[config.mk]
export PLATFORM = sky130hd
export DESIGN_NAME = tetris_cmd_input
export DESIGN_NICKNAME = d
export VERILOG_FILES = /design/src/rtl/tetris_pkg.sv /design/src/rtl/tetris_btn_debounce.sv /design/src/rtl/tetris_cmd_input.sv
export SDC_FILE = /design/constraint.sdc
export NUM_CORES = 1
export LEC_CHECK = 0
export ABC_AREA = 0
export BUFFER_PORTS_ARGS = -buffer_cell sky130_fd_sc_hd__buf_2
export CAP_MARGIN = 25
export CORE_UTILIZATION = 40
export DETAILED_ROUTE_END_ITERATION = 12
export PLACE_DENSITY = 0.62
export SYNTH_ARGS = -nofsm -noshare
export SYNTH_HDL_FRONTEND = slang
export SYNTH_SLANG_ARGS = --single-unit
export TNS_END_PERCENT = 5
[constraint.sdc]
create_clock -name clk -period 2.5 [get_ports clk]
set_input_delay 0.625 -clock clk [delete_from_list [all_inputs] [get_ports clk]]
set_output_delay 0.625 -clock clk [all_outputs]
set_load 0.05 [all_outputs]
[src/rtl/tetris_pkg.sv]
// Shared types and constants for the Tetris command-input path.
// Holds the command encoding consumed by the active-piece update logic.
package tetris_pkg;

  typedef enum logic [2:0] {
    CMD_NONE      = 3'd0,
    CMD_LEFT      = 3'd1,
    CMD_RIGHT     = 3'd2,
    CMD_ROTATE    = 3'd3,
    CMD_SOFT_DROP = 3'd4,
    CMD_HARD_DROP = 3'd5
  } command_t;

  localparam int BTN_LEFT      = 0;
  localparam int BTN_RIGHT     = 1;
  localparam int BTN_ROTATE    = 2;
  localparam int BTN_DOWN      = 3;
  localparam int BTN_HARD_DROP = 4;

  localparam int DEF_DEBOUNCE_TICKS = 8;
  localparam int DEF_DAS_TICKS      = 12;
  localparam int DEF_ARR_TICKS      = 3;

  // Tick counters stick at all-ones instead of wrapping.
  function automatic logic [7:0] sat_inc(input logic [7:0] v);
    return (v == 8'hFF) ? v : v + 8'd1;
  endfunction

endpackage

[src/rtl/tetris_btn_debounce.sv]
// One button channel: 2-flop synchronizer, tick-based debounce, press edge
// and optional DAS/ARR auto-repeat, producing a one-cycle o_event pulse.
module tetris_btn_debounce
  import tetris_pkg::*;
#(
  parameter int DEBOUNCE_TICKS = DEF_DEBOUNCE_TICKS,
  parameter int DAS_TICKS      = DEF_DAS_TICKS,
  parameter int ARR_TICKS      = DEF_ARR_TICKS,
  parameter bit REPEAT_EN      = 1'b1
) (
  input  logic clk,
  input  logic reset_n,
  input  logic tick,
  input  logic i_btn,
  output logic o_event
);

  logic [1:0] r_sync;
  logic       r_stable;
  logic       r_stable_d;
  logic [7:0] r_db_cnt;
  logic       w_synced;
  logic [7:0] w_db_inc;
  logic       w_press;

  assign w_synced = r_sync[1];
  assign w_db_inc = sat_inc(r_db_cnt);
  assign w_press  = r_stable & ~r_stable_d;

  // NOTE: sequential state uses non-blocking assignments so every flop samples pre-edge values.
  always_ff @(posedge clk) begin
    if (!reset_n) begin
      r_sync     <= 2'b00;
      r_stable   <= 1'b0;
      r_stable_d <= 1'b0;
      r_db_cnt   <= 8'd0;
    end else begin
      r_sync     <= {r_sync[0], i_btn};
      r_stable_d <= r_stable;
      if (tick) begin
        if (w_synced != r_stable) begin
          if (w_db_inc == 8'(DEBOUNCE_TICKS)) begin
            r_stable <= w_synced;
            r_db_cnt <= 8'd0;
          end else begin
            r_db_cnt <= w_db_inc;
          end
        end else begin
          r_db_cnt <= 8'd0;
        end
      end
    end
  end

  if (REPEAT_EN) begin : g_rep
    logic [7:0] r_rep_cnt;
    logic       r_rep_arr;
    logic       r_rep_evt;
    logic [7:0] w_rep_inc;
    logic [7:0] w_rep_target;

    assign w_rep_inc    = sat_inc(r_rep_cnt);
    assign w_rep_target = r_rep_arr ? 8'(ARR_TICKS) : 8'(DAS_TICKS);

    // First period after the press uses DAS, later ones ARR; release restarts.
    always_ff @(posedge clk) begin
      if (!reset_n) begin
        r_rep_cnt <= 8'd0;
        r_rep_arr <= 1'b0;
        r_rep_evt <= 1'b0;
      end else begin
        r_rep_evt <= 1'b0;
        if (!r_stable) begin
          r_rep_cnt <= 8'd0;
          r_rep_arr <= 1'b0;
        end else if (tick) begin
          if (w_rep_inc == w_rep_target) begin
            r_rep_evt <= 1'b1;
            r_rep_cnt <= 8'd0;
            r_rep_arr <= 1'b1;
          end else begin
            r_rep_cnt <= w_rep_inc;
          end
        end
      end
    end

    assign o_event = w_press | r_rep_evt;
  end else begin : g_norep
    assign o_event = w_press;
  end

endmodule

[src/rtl/tetris_cmd_input.sv]
// Button-to-command front end: per-button debounce channels, pending bits,
// fixed-priority arbiter and valid/ready output register.
// Optional hard-drop channel enabled by defining TETRIS_HARD_DROP_EN.
module tetris_cmd_input
  import tetris_pkg::*;
#(
  parameter int DEBOUNCE_TICKS = DEF_DEBOUNCE_TICKS,
  parameter int DAS_TICKS      = DEF_DAS_TICKS,
  parameter int ARR_TICKS      = DEF_ARR_TICKS
) (
  input  logic     clk,
  input  logic     reset_n,
  input  logic     tick,
  input  logic     btn_left,
  input  logic     btn_right,
  input  logic     btn_rotate,
  input  logic     btn_down,
`ifdef TETRIS_HARD_DROP_EN
  input  logic     btn_hard_drop,
`endif
  output command_t cmd,
  output logic     cmd_valid,
  input  logic     cmd_ready
);

`ifdef TETRIS_HARD_DROP_EN
  localparam int NUM_BTN = 5;
`else
  localparam int NUM_BTN = 4;
`endif

  logic [NUM_BTN-1:0] w_btn;
  logic [NUM_BTN-1:0] w_evt;
  logic [NUM_BTN-1:0] w_clr;
  logic [NUM_BTN-1:0] w_clr_eff;
  logic [NUM_BTN-1:0] r_pend;
  command_t           w_sel_cmd;
  command_t           r_cmd;
  logic               r_valid;
  logic               w_load;
  logic               w_handshake;

  assign w_btn[BTN_LEFT]   = btn_left;
  assign w_btn[BTN_RIGHT]  = btn_right;
  assign w_btn[BTN_ROTATE] = btn_rotate;
  assign w_btn[BTN_DOWN]   = btn_down;
`ifdef TETRIS_HARD_DROP_EN
  assign w_btn[BTN_HARD_DROP] = btn_hard_drop;
`endif

  for (genvar i = 0; i < NUM_BTN; i++) begin : g_btn
    tetris_btn_debounce #(
      .DEBOUNCE_TICKS(DEBOUNCE_TICKS),
      .DAS_TICKS     (DAS_TICKS),
      .ARR_TICKS     (ARR_TICKS),
      .REPEAT_EN     ((i == BTN_LEFT) || (i == BTN_RIGHT) || (i == BTN_DOWN))
    ) u_db (
      .clk    (clk),
      .reset_n(reset_n),
      .tick   (tick),
      .i_btn  (w_btn[i]),
      .o_event(w_evt[i])
    );
  end

  // NOTE: every output gets a default first so this always_comb cannot infer a latch.
  always_comb begin
    w_sel_cmd = CMD_NONE;
    w_clr     = '0;
`ifdef TETRIS_HARD_DROP_EN
    if (r_pend[BTN_HARD_DROP]) begin
      w_sel_cmd            = CMD_HARD_DROP;
      w_clr[BTN_HARD_DROP] = 1'b1;
    end else
`endif
    if (r_pend[BTN_ROTATE]) begin
      w_sel_cmd         = CMD_ROTATE;
      w_clr[BTN_ROTATE] = 1'b1;
    end else if (r_pend[BTN_LEFT]) begin
      w_sel_cmd       = CMD_LEFT;
      w_clr[BTN_LEFT] = 1'b1;
    end else if (r_pend[BTN_RIGHT]) begin
      w_sel_cmd        = CMD_RIGHT;
      w_clr[BTN_RIGHT] = 1'b1;
    end else if (r_pend[BTN_DOWN]) begin
      w_sel_cmd       = CMD_SOFT_DROP;
      w_clr[BTN_DOWN] = 1'b1;
    end
  end

  assign w_handshake = r_valid & cmd_ready;
  assign w_load      = (!r_valid || cmd_ready) && (|r_pend);
  assign w_clr_eff   = w_load ? w_clr : '0;

  // An event on an already-pending button is absorbed by the OR.
  always_ff @(posedge clk) begin
    if (!reset_n) begin
      r_pend  <= '0;
      r_valid <= 1'b0;
      r_cmd   <= CMD_NONE;
    end else begin
      r_pend <= (r_pend | w_evt) & ~w_clr_eff;
      if (w_load) begin
        r_valid <= 1'b1;
        r_cmd   <= w_sel_cmd;
      end else if (w_handshake) begin
        r_valid <= 1'b0;
        r_cmd   <= CMD_NONE;
      end
    end
  end

  assign cmd       = r_cmd;
  assign cmd_valid = r_valid;

endmodule

; Yosys cells after proc, flatten, opt, wreduce, memory -nomap -nowiden
; Index checks and enable logic that the tools add are counted.
[word_totals]
regBits = 86
input_bits = 8
output_inout_bits = 4
elab_cells = 128
[classes]
n_addsub = 7
n_eq_ne = 18
n_mux = 42
n_bitwise = 15
reduce_logical = 18
[ops]
columns = operator, n
row1 = $mux 8, 18
row2 = $add 8x1->8 const B, 7
row3 = $eq 8x8->1 const B, 7
row4 = $eq 8x4->1 const B, 4
row5 = $eq 8x8->1, 3
row6 = $reduce_and 3->1, 7
row7 = $mux 3, 6
row8 = $mux 4, 4
row9 = $mux 1, 13
row10 = $reduce_and 2->1, 6
row11 = $and 1x1->1, 5
row12 = $and 4x4->4, 1
row13 = $ne 1x1->1, 4
row14 = $not 1->1, 4
row15 = $not 4->4, 1
row16 = $or 4x4->4, 1
row17 = $reduce_or 4->1, 1
row18 = $or 1x1->1, 3
row19 = $mux 2, 1
row20 = $reduce_bool 2->1, 1
row21 = $logic_and 1x1->1, 1
row22 = $logic_not 1->1, 1
row23 = $logic_or 1x1->1, 1

; Longest topological paths before layout
; Gate-level depths: netlist of run 1.
[logic_depth]
ltp_word = 7
depth_mapped = 7
ltp_nobuf = 6

; By module
; A second synthesis of run 1 with hierarchy kept.
[unflattened]
hier_cells = 612
area_unflattened_um2 = 5180.0
[by_module_without_submodules]
columns = mod, n_inst, cells_per_inst, area_per_inst_um2, seq_area_each_um2
row1 = tetris_btn_debounce at g_btn[0].u_db ..., 3, 164, 1387.6, 440.4
row2 = tetris_btn_debounce at g_btn[2].u_db, 1, 83, 679.4, 240.2
row3 = tetris_cmd_input, 1, 37, 337.8, 160.2

; Least setup slack after synthesis of run 1
; Ideal clock, no wire load.
[synth_path]
path_kind = reg2reg
from = register g_btn[3].u_db.r_db_cnt[0]
to = register g_btn[3].u_db.r_stable
setup_ns = 0.116
arrival_time_ns = 1.728
required_ns = 2.384
path_slack_ns = 0.656
path_stages_with_launch = 6
path_buffers = 0
synth_period_minus_slack_ns = 1.844
cell_sequence = dfxtp_1 > ha_1 > or4b_1 > nor4_2 > a21oi_1 > a41o_1
[synth_between]
elab_chain_cells = 4
word_cells_on_any_way = 5
cone_classes = add/sub (1) / eq/ne (2) / mux (1) / reduce/logical (1)
[synth_lines]
columns = item, line
row1 = start: declaration, tetris_btn_debounce.sv:21  ; logic [7:0] r_db_cnt;
row2 = start signal: assignment, tetris_btn_debounce.sv:46  ; r_db_cnt <= w_db_inc;
row3 = $add 8x1->8 / $eq 8x8->1 (equally long branches), tetris_pkg.sv:26  ; return (v == 8'hFF) ? v : v + 8'd1;
row4 = $mux 8 (*), tetris_pkg.sv:26
row5 = $eq 8x4->1 (*), tetris_btn_debounce.sv:42  ; if (w_db_inc == 8'(DEBOUNCE_TICKS)) begin
row6 = $reduce_and 3->1 (no source line) (*), -
row7 = end signal: assignment, tetris_btn_debounce.sv:43  ; r_stable <= w_synced;
row8 = end: declaration, tetris_btn_debounce.sv:19  ; logic r_stable;
; Mark *: on every way between the ends. The rest lies on a longest branch, timed or not.
; A chain may end at the register's enable or synchronous reset.

; Worst setup path in the final report of run 1
[layout_path]
from = register g_btn[1].u_db.r_db_cnt[0]
to = register g_btn[1].u_db.r_db_cnt[3]
[layout_between]
elab_chain_cells = 5
word_cells_on_any_way = 6
cone_classes = add/sub (1) / eq/ne (2) / mux (3)
[layout_lines]
columns = item, line
row1 = start: declaration, tetris_btn_debounce.sv:21
row2 = start signal: assignment, tetris_btn_debounce.sv:46
row3 = $add 8x1->8 / $eq 8x8->1 (equally long branches), tetris_pkg.sv:26
row4 = $mux 8 (*), tetris_pkg.sv:26
row5 = $eq 8x4->1, tetris_btn_debounce.sv:42
row6 = $mux 8 (*), tetris_btn_debounce.sv:42
row7 = $mux 8 (*), tetris_btn_debounce.sv:41  ; if (w_synced != r_stable) begin
; Marked as above.

==> results.txt, run 1 <==
----------------------------------------------------
[Final layout]
  Number of fill cells ... 1,079
  Layout Area Growth over Synthesis ... 10.3%
  Count of nets after finishing ... 588
  Ant. Diodes ... 0
  Proportion of layout cells with a drive suffix above 1 ... 0.0900
  Multi-input gate area in the final layout ... 2710 um2
  Flip-flop and latch area ... 1720 um2

[GRT]
  Global route overflow ... 0
  Antenna violations before repair ... 0
  Total global-route track usage ... 0.176
  Maximum number of pins on one net before global-route repair ... 34
  Number of global-route vias before repair ... 3,742
  Wire length of the first global-routing pass ... 17,000 um

[Yosys]
  Dominant cell by count in the synthesized netlist ... sky130_fd_sc_hd__dfxtp_1
  Cell type contributing the most total cell area after synthesis ... sky130_fd_sc_hd__dfxtp_1
  Part of the Yosys area used for sequential elements ... 0.373
  Most used DFF post-synth ... sky130_fd_sc_hd__dfxtp_1
  Synthesized net count ... 588
  Async set-reset flop share out of synthesis ... 0
  Post-synth EDFFs ... 0
  Count of synthesis-stage warnings from yosys ... 0
  Post-synthesis register bit count ... 86
  Mapped Cells ... 573
  Proportion of netlist area held by the largest area contributor ... 0.373
  Post-synthesis cell area ... 4620 um2
  Synthesized area divided by synthesized cell count ... 8.06 um2
  Commonest cells in the netlist ... sky130_fd_sc_hd__dfxtp_1, sky130_fd_sc_hd__nand2_1, sky130_fd_sc_hd__a21oi_1
  Number of distinct library cells after synthesis ... between 60 and 70
  Cell types with the largest area share after synthesis ... sky130_fd_sc_hd__dfxtp_1, sky130_fd_sc_hd__a21oi_1, sky130_fd_sc_hd__o21ai_0

[Timing]
  # setup viols final ... 0
  Rel. slew slack ... 0.572
  Worst Slack Setup Final ... around 0.46 ns
  Crit share post-route ... 0.818
  Highest achievable clock rate ... a little under 500 MHz
  Final max-slew violation count ... 0
  Number of failing hold endpoints at the final stage ... 0
  Unrepaired setup endpoints after global routing ... false
  Final worst path period need ... between 2 and 2.5 ns
  Worst setup skew after layout ... roughly 0.0065 ns
  Pin slew with the least headroom to its limit ... between 0.6 and 0.7 ns
  Sum of negative setup slack ... 0 ns

[Drt]
  Total Wirelength ... 9810 um
  First drt pass iteration count ... 5
  Iteration-0 DRC Markers ... 294
  Average wire length per cell after detail routing ... 13.7 um
  Via Count ... 4,090
  DRC viols ... 0
  Antenna violation net count after detailed routing ... 0
  Drt via density ... around 5.7

[Pwr]
  Peak VDD IR ... 0.693 mV
  Sum of internal, switching and leakage power ... approximately 2.9 mW
  Static Leak ... 1.82 nW
  Power density over the cells ... 565 nW/um2

[CTS]
  Clock slew at reported path FFs ... 0.06 ns
  H-tree levels ... 3
  Count of instances resized after the clock tree is built ... 0
  Sinks on the clock net ... 86
  Buffers inserted by post-CTS timing repair ... 0
  Clock tree root driver cell ... sky130_fd_sc_hd__clkbuf_16
  TritonCTS clock tree ... done
  Number of buffers inserted during clock tree synthesis ... 9
  Clock insertion delay at the later pin of the skew report ... 0.33 ns
  Buffer depth of the longest clock path ... 2
  Hold_buf cts ... 0

[Worst setup path]
  Required arrival time at the worst endpoint ... 2.73 ns
  Maximum fanout encountered on the critical timing path ... 9
  Classification of the worst setup path ... reg -> reg
  Critical path endpoint category ... register
  Critical path data arrival time ... 2.27 ns
  Type of origin of the critical path ... register

[Floorplanning]
  DIE HEIGHT ... around 110 um
  Starting density of the core ... 0.419
  Ports placed on the boundary ... 12
  Die boundary width ... ~110 um
  Die footprint ... 12,000 um2
  Core ar. ... 11,000 um2
  # rows ... 38

[Placement]
  Input/output buffers ... 11
  HPWL after detailed placement ... 6880 um
  Worst setup slack before clock tree synthesis ... 0.483 ns
  Global placer's final weighted congestion ... a little over 0.8

[Job]
  Maxcap violations ... 0

[Worst hold path]
  Kind of path behind the tightest hold check ... reg -> reg

[Status]
  Result of the run ... complete, no violations

----------------------------------------------------
==> where the power goes <==
part / internal, mW / total, mW / switching, mW
clock network: 0.873 / 1.41 / 0.533
registers: 1.38 / 1.38 / 0.00533
logic: 0.0324 / 0.0871 / 0.0547
==> cell type report <==
class                      count  area share
inverter                      15      0.0111
tap                          140      0.0344
timing repair buffer          19      0.0226
sequential                    86       0.338
clock inverter                 6      0.0169
multi-input combinational    442       0.532
clock buffer                  10      0.0450
==> sequential cells by signal, indices dropped and copies added, names as in the netlist <==
| register | flops |
|---|---|
| r_pend | 4 |
| g_btn.u_db.r_sync | 8 |
| g_btn.u_db.r_stable | 4 |
| cmd | 3 |
| cmd_valid | 1 |
| g_btn.u_db.r_db_cnt | 32 |
| g_btn.u_db.g_rep.r_rep_arr | 3 |
| g_btn.u_db.r_stable_d | 4 |
| g_btn.u_db.g_rep.r_rep_cnt | 24 |
| g_btn.u_db.g_rep.r_rep_evt | 3 |
==> routing by layer <==
| metal | up-vias | wire length (um) | global-route usage |
|---|---|---|---|
| li1 | 2090 | - | - |
| met1 | 1926 | 4780 | 0.224 |
| met2 | 69 | 4620 | 0.298 |
| met3 | 5 | 342 | 0.0421 |
| met4 | 0 | 66 | 0.0448 |
| met5 | - | 0 | 0 |
==> worst paths after layout <==
check | startpoint | end | slack [ns] | cells past startpoint
setup / recovery | g_btn[1].u_db.r_db_cnt[0]$_SDFFE_PN0P_ | g_btn[1].u_db.r_db_cnt[3]$_SDFFE_PN0P_ | 0.46 | 6
hold / removal | g_btn[1].u_db.r_sync[0]$_SDFF_PN0_ | g_btn[1].u_db.r_sync[1]$_SDFF_PN0_ | 0.43 | 1
setup reg to reg | g_btn[1].u_db.r_db_cnt[0]$_SDFFE_PN0P_ | g_btn[1].u_db.r_db_cnt[3]$_SDFFE_PN0P_ | 0.46 | 6
hold reg to reg | g_btn[1].u_db.r_sync[0]$_SDFF_PN0_ | g_btn[1].u_db.r_sync[1]$_SDFF_PN0_ | 0.43 | 1
==> kinds of logic after synthesis <==
kind of cell / Yosys count / share of synthesized area
muxes: 10 / 0.0222
xor gates and xnor gates: 13 / 0.0247
AOI/OAI and AO/OA: 166 / 0.237
DFF: 86 / 0.373
buffers and inverters: 45 / 0.0404
adders and majority gates: 7 / 0.0190
and+or+nand+nor: 246 / 0.284
==> through the flow <==
stage	hold WS [ns]	cell area, um2	std cells	util
6_report	0.431	5090	718	0.462
5_1_grt	0.453	5090	718	0.462
4_1_cts	0.437	5090	718	0.462
3_5_place_dp	0.421	4780	702	0.433
3_3_place_gp	0.417	4780	702	0.433
2_1_floorplan	0.412	4620	573	-
==> layout by cell type, fill, tap and decap left out, drive strengths merged, types with 9 or more instances in the layout <==
master / n
and2: 18
o21ai: 44
nand2: 55
buf: 19
and3: 18
nand3: 30
xor2: 9
nor2b: 24
clkbuf: 10
dfxtp: 86
a31oi: 11
nand2b: 10
nor3: 14
a21oi: 44
inv: 14
nor2: 40
nand4: 13
==> critical path, stage by stage, from the launching register on <==
cell                        delay, ns
sky130_fd_sc_hd__dfxtp_1         0.45
sky130_fd_sc_hd__ha_1            0.36
sky130_fd_sc_hd__nand3_1         0.17
sky130_fd_sc_hd__a211o_1         0.32
sky130_fd_sc_hd__a2111oi_2       0.36
sky130_fd_sc_hd__a211oi_1        0.10
sky130_fd_sc_hd__o21a_1          0.18
Note: power is estimated with default switching activity, not from simulation.
==> run 2, diff against run 1 <==
- ABC_AREA: 0 -> 1
- PLACE_DENSITY: 0.62 -> 0.64
- clock period: 2.5 -> 1.85 ns (I/O delays scaled with it)
==> run 2 against run 1 <==
Against the previous run:
- combinational power grew 34%
- sequential power grew 36%
- maximum frequency grew 20%
- worst setup slack lost 0.31 ns
- sequential share of layout area shrank 2.4 points
- count of clock-buffer cells in the layout shrank 1
- first-iteration DRC count grew 20%
- wire length grew 3.8%
- critical path depth grew 5
- hold slack lost 0.13 ns
- final cell count grew 29%
- global-route usage shrank 0.45 points
==> results.txt, run 2 <==
----------------------------------------------------
[Pwr]
  Sum of internal, switching and leakage power ... 3.76 mW (+31%)
  Static Leak ... 2.51 nW (+38%)
  Power density over the cells ... 684 nW/um2 (+21%)
  Peak VDD IR ... 0.412 mV (-40%)

[Floorplanning]
  Die boundary width ... 113 um (+3.2%)
  Core ar. ... 12,000 um2 (+8.9%)
  Starting density of the core ... 0.410 (-0.00836)
  # rows ... 40 (+5.3%)
  Ports placed on the boundary ... 12 (unchanged)
  Die footprint ... 12,800 um2 (+6.6%)
  DIE HEIGHT ... 113 um (+3.2%)

[GRT]
  Number of global-route vias before repair ... 4,066 (+8.7%)
  Antenna violations before repair ... 0 (unchanged)
  Wire length of the first global-routing pass ... 17,900 um (+5.0%)
  Total global-route track usage ... 0.171 (-0.00445)
  Maximum number of pins on one net before global-route repair ... 37 (+8.8%)
  Global route overflow ... 0 (unchanged)

[CTS]
  Clock tree root driver cell ... sky130_fd_sc_hd__clkbuf_16
  H-tree levels ... 3 (unchanged)
  Clock insertion delay at the later pin of the skew report ... 0.35 ns (+0.02 ns)
  Number of buffers inserted during clock tree synthesis ... 9 (unchanged)
  Clock slew at reported path FFs ... 0.07 ns (about the same)
  TritonCTS clock tree ... done
  Buffer depth of the longest clock path ... 2 (unchanged)
  Hold_buf cts ... 0 (unchanged)
  Sinks on the clock net ... 86 (unchanged)

[Final layout]
  Utilization after layout ... 0.457 (-0.00459)
  Post-Layout Inst Area ... 5490 um2 (+7.8%)
  Most common cell after layout, fill and taps aside ... sky130_fd_sc_hd__nand2_1
  Reg with most FFs ... g_btn.u_db.r_db_cnt
  Count of nets after finishing ... 791 (+35%)
  Largest registers ... g_btn.u_db.r_db_cnt (32), g_btn.u_db.g_rep.r_rep_cnt (24), g_btn.u_db.r_sync (8)
  Commonest cells after routing, fill and taps aside ... sky130_fd_sc_hd__nand2_1, sky130_fd_sc_hd__inv_1, sky130_fd_sc_hd__dfxtp_1
  Final Non-Filler Cells ... 928 (+29%)
  Proportion of layout cells with a drive suffix above 1 ... 0.122 (+0.0317)
  Layout Area Growth over Synthesis ... 11.4%
  Flip-flop count of the largest register after layout ... 32 (unchanged)
  Ant. Diodes ... 0 (unchanged)

[Worst setup path]
  Startpoint of the worst setup timing path ... g_btn[3].u_db.g_rep.r_rep_cnt[0]$_SDFFE_PN0P_
  Required arrival time at the worst endpoint ... 2.10 ns (-0.63 ns)
  Type of origin of the critical path ... register
  Critical path endpoint category ... register
  Maximum fanout encountered on the critical timing path ... 8 (-1)
  Classification of the worst setup path ... reg -> reg
  Flop2flop setup slack ... 0.14 ns (-0.31 ns)
  Reg-to-reg critical path startpoint ... g_btn[3].u_db.g_rep.r_rep_cnt[0]$_SDFFE_PN0P_
  Critical path data arrival time ... 1.95 ns (-0.32 ns)

[Yosys]
  Post-synth EDFFs ... 0 (unchanged)
  Proportion of netlist area held by the largest area contributor ... 0.349 (-0.0235)
  Commonest cells in the netlist ... sky130_fd_sc_hd__nand2_1, sky130_fd_sc_hd__inv_1, sky130_fd_sc_hd__dfxtp_1
  Mapped Cells ... 757 (+32%)
  Count of synthesis-stage warnings from yosys ... 0 (unchanged)
  Number of distinct library cells after synthesis ... 36 (-46%)
  Async set-reset flop share out of synthesis ... 0 (unchanged)
  Cell types with the largest area share after synthesis ... sky130_fd_sc_hd__dfxtp_1, sky130_fd_sc_hd__nand2_1, sky130_fd_sc_hd__inv_1
  Dominant cell by count in the synthesized netlist ... sky130_fd_sc_hd__nand2_1
  Part of the Yosys area used for sequential elements ... 0.349 (-0.0235)
  Most used DFF post-synth ... sky130_fd_sc_hd__dfxtp_1
  Synthesized net count ... 772 (+31%)
  Post-synthesis cell area ... 4930 um2 (+6.7%)
  Post-synthesis register bit count ... 86 (unchanged)
  Synthesized area divided by synthesized cell count ... 6.51 um2 (-19%)
  Cell type contributing the most total cell area after synthesis ... sky130_fd_sc_hd__dfxtp_1

[Job]
  Maxcap violations ... 0 (unchanged)

[Drt]
  Total Wirelength ... 10,200 um (+3.8%)
  Drt via density ... 4.89 (-14%)
  Average wire length per cell after detail routing ... 11.0 um (-20%)
  DRC viols ... 0 (unchanged)
  Iteration-0 DRC Markers ... 353 (+20%)
  Via Count ... 4,537 (+11%)
  Antenna violation net count after detailed routing ... 0 (unchanged)
  First drt pass iteration count ... 4 (-1)

[Placement]
  Global placer's final weighted congestion ... 0.839 (+2.1%)
  HPWL after detailed placement ... 7380 um (+7.3%)
  # placed instances ... 912 (+30%)
  Post-detailed-placement cell area ... 5190 um2 (+8.5%)
  Input/output buffers ... 11 (unchanged)
  Worst setup slack before clock tree synthesis ... 0.105 ns (-0.378 ns)

[Timing]
  Worst Slack Setup Final ... 0.142 ns (-0.313 ns)
  Hold WS ... 0.298 ns (-0.134 ns)
  Crit share post-route ... 0.923 (+0.105)
  # setup viols final ... 0 (unchanged)
  Worst setup skew after layout ... 0.00680 ns (+0.000345 ns)
  Pin slew with the least headroom to its limit ... 0.320 ns (-0.315 ns)
  Highest achievable clock rate ... 586 MHz (+20%)
  Rel. slew slack ... 0.786 (+0.214)
  Final max-slew violation count ... 0 (unchanged)
  Unrepaired setup endpoints after global routing ... false
  Sum of negative setup slack ... 0 ns (unchanged)
  Number of failing hold endpoints at the final stage ... 0 (unchanged)
  Final worst path period need ... 1.71 ns (-0.337 ns)

[Status]
  Result of the run ... complete, no violations

[Worst hold path]
  Kind of path behind the tightest hold check ... in -> reg
  Worst min-delay path startpoint ... btn_rotate

----------------------------------------------------
[run 2: cell type report]
type | count | area [um2]
fillers | 1260 | 6520
multi-input cells | 547 | 2720
flip-flops and latches | 86 | 1730
inverters | 108 | 405
clock buffers | 9 | 225
well taps | 147 | 184
repair buffers | 24 | 165
clock inverters | 7 | 63.8
[run 2: worst max-delay path, cell delays in order, from the launching register on]
cell                      delay (ns)
sky130_fd_sc_hd__dfxtp_1        0.32
sky130_fd_sc_hd__ha_1           0.24
sky130_fd_sc_hd__nand2_1        0.12
sky130_fd_sc_hd__nor2_4         0.06
sky130_fd_sc_hd__nand2_2        0.15
sky130_fd_sc_hd__nand2_1        0.12
sky130_fd_sc_hd__nor3_1         0.17
sky130_fd_sc_hd__nand2_1        0.07
sky130_fd_sc_hd__nand2_1        0.09
sky130_fd_sc_hd__nand3_2        0.11
sky130_fd_sc_hd__nand3_1        0.10
sky130_fd_sc_hd__inv_1          0.04
[run 2: cells by family after synthesis]
family / Yosys count / share of synthesized area
and+or+nand+nor: 422 / 0.389
buffers and inverters: 124 / 0.101
AOI/OAI and AO/OA: 102 / 0.115
DFF: 86 / 0.349
xor gates and xnor gates: 16 / 0.0284
adders and majority gates: 7 / 0.0178
[run 2: what timing repair did]
item,in CTS,in global routing
setup buffers,0,0
gates resized for setup,0,6
endpoints found under the setup margin,0,9
[run 2: worst paths after layout]
kind	endpoint	depth (start not counted)
max	g_btn[3].u_db.g_rep.r_rep_cnt[3]$_SDFFE_PN0P_	11
min reg2reg	g_btn[0].u_db.r_sync[1]$_SDFF_PN0_	2
max reg2reg	g_btn[3].u_db.g_rep.r_rep_cnt[3]$_SDFFE_PN0P_	11
min	g_btn[2].u_db.r_sync[0]$_SDFF_PN0_	3
[run 2: routing by layer]
| metal | vias to the layer above | routed length (um) | global-route usage |
|---|---|---|---|
| li1 | 2484 | - | - |
| met1 | 2005 | 5360 | 0.226 |
| met2 | 36 | 4470 | 0.278 |
| met3 | 12 | 193 | 0.0311 |
| met4 | 0 | 159 | 0.0684 |
| met5 | - | 0 | 0 |
[run 2: power breakdown]
group	total (mW)	switching, mW	internal, mW
Clock	1.77	0.829	0.944
Sequential	1.87	0.00618	1.86
Combinational	0.117	0.0801	0.0364
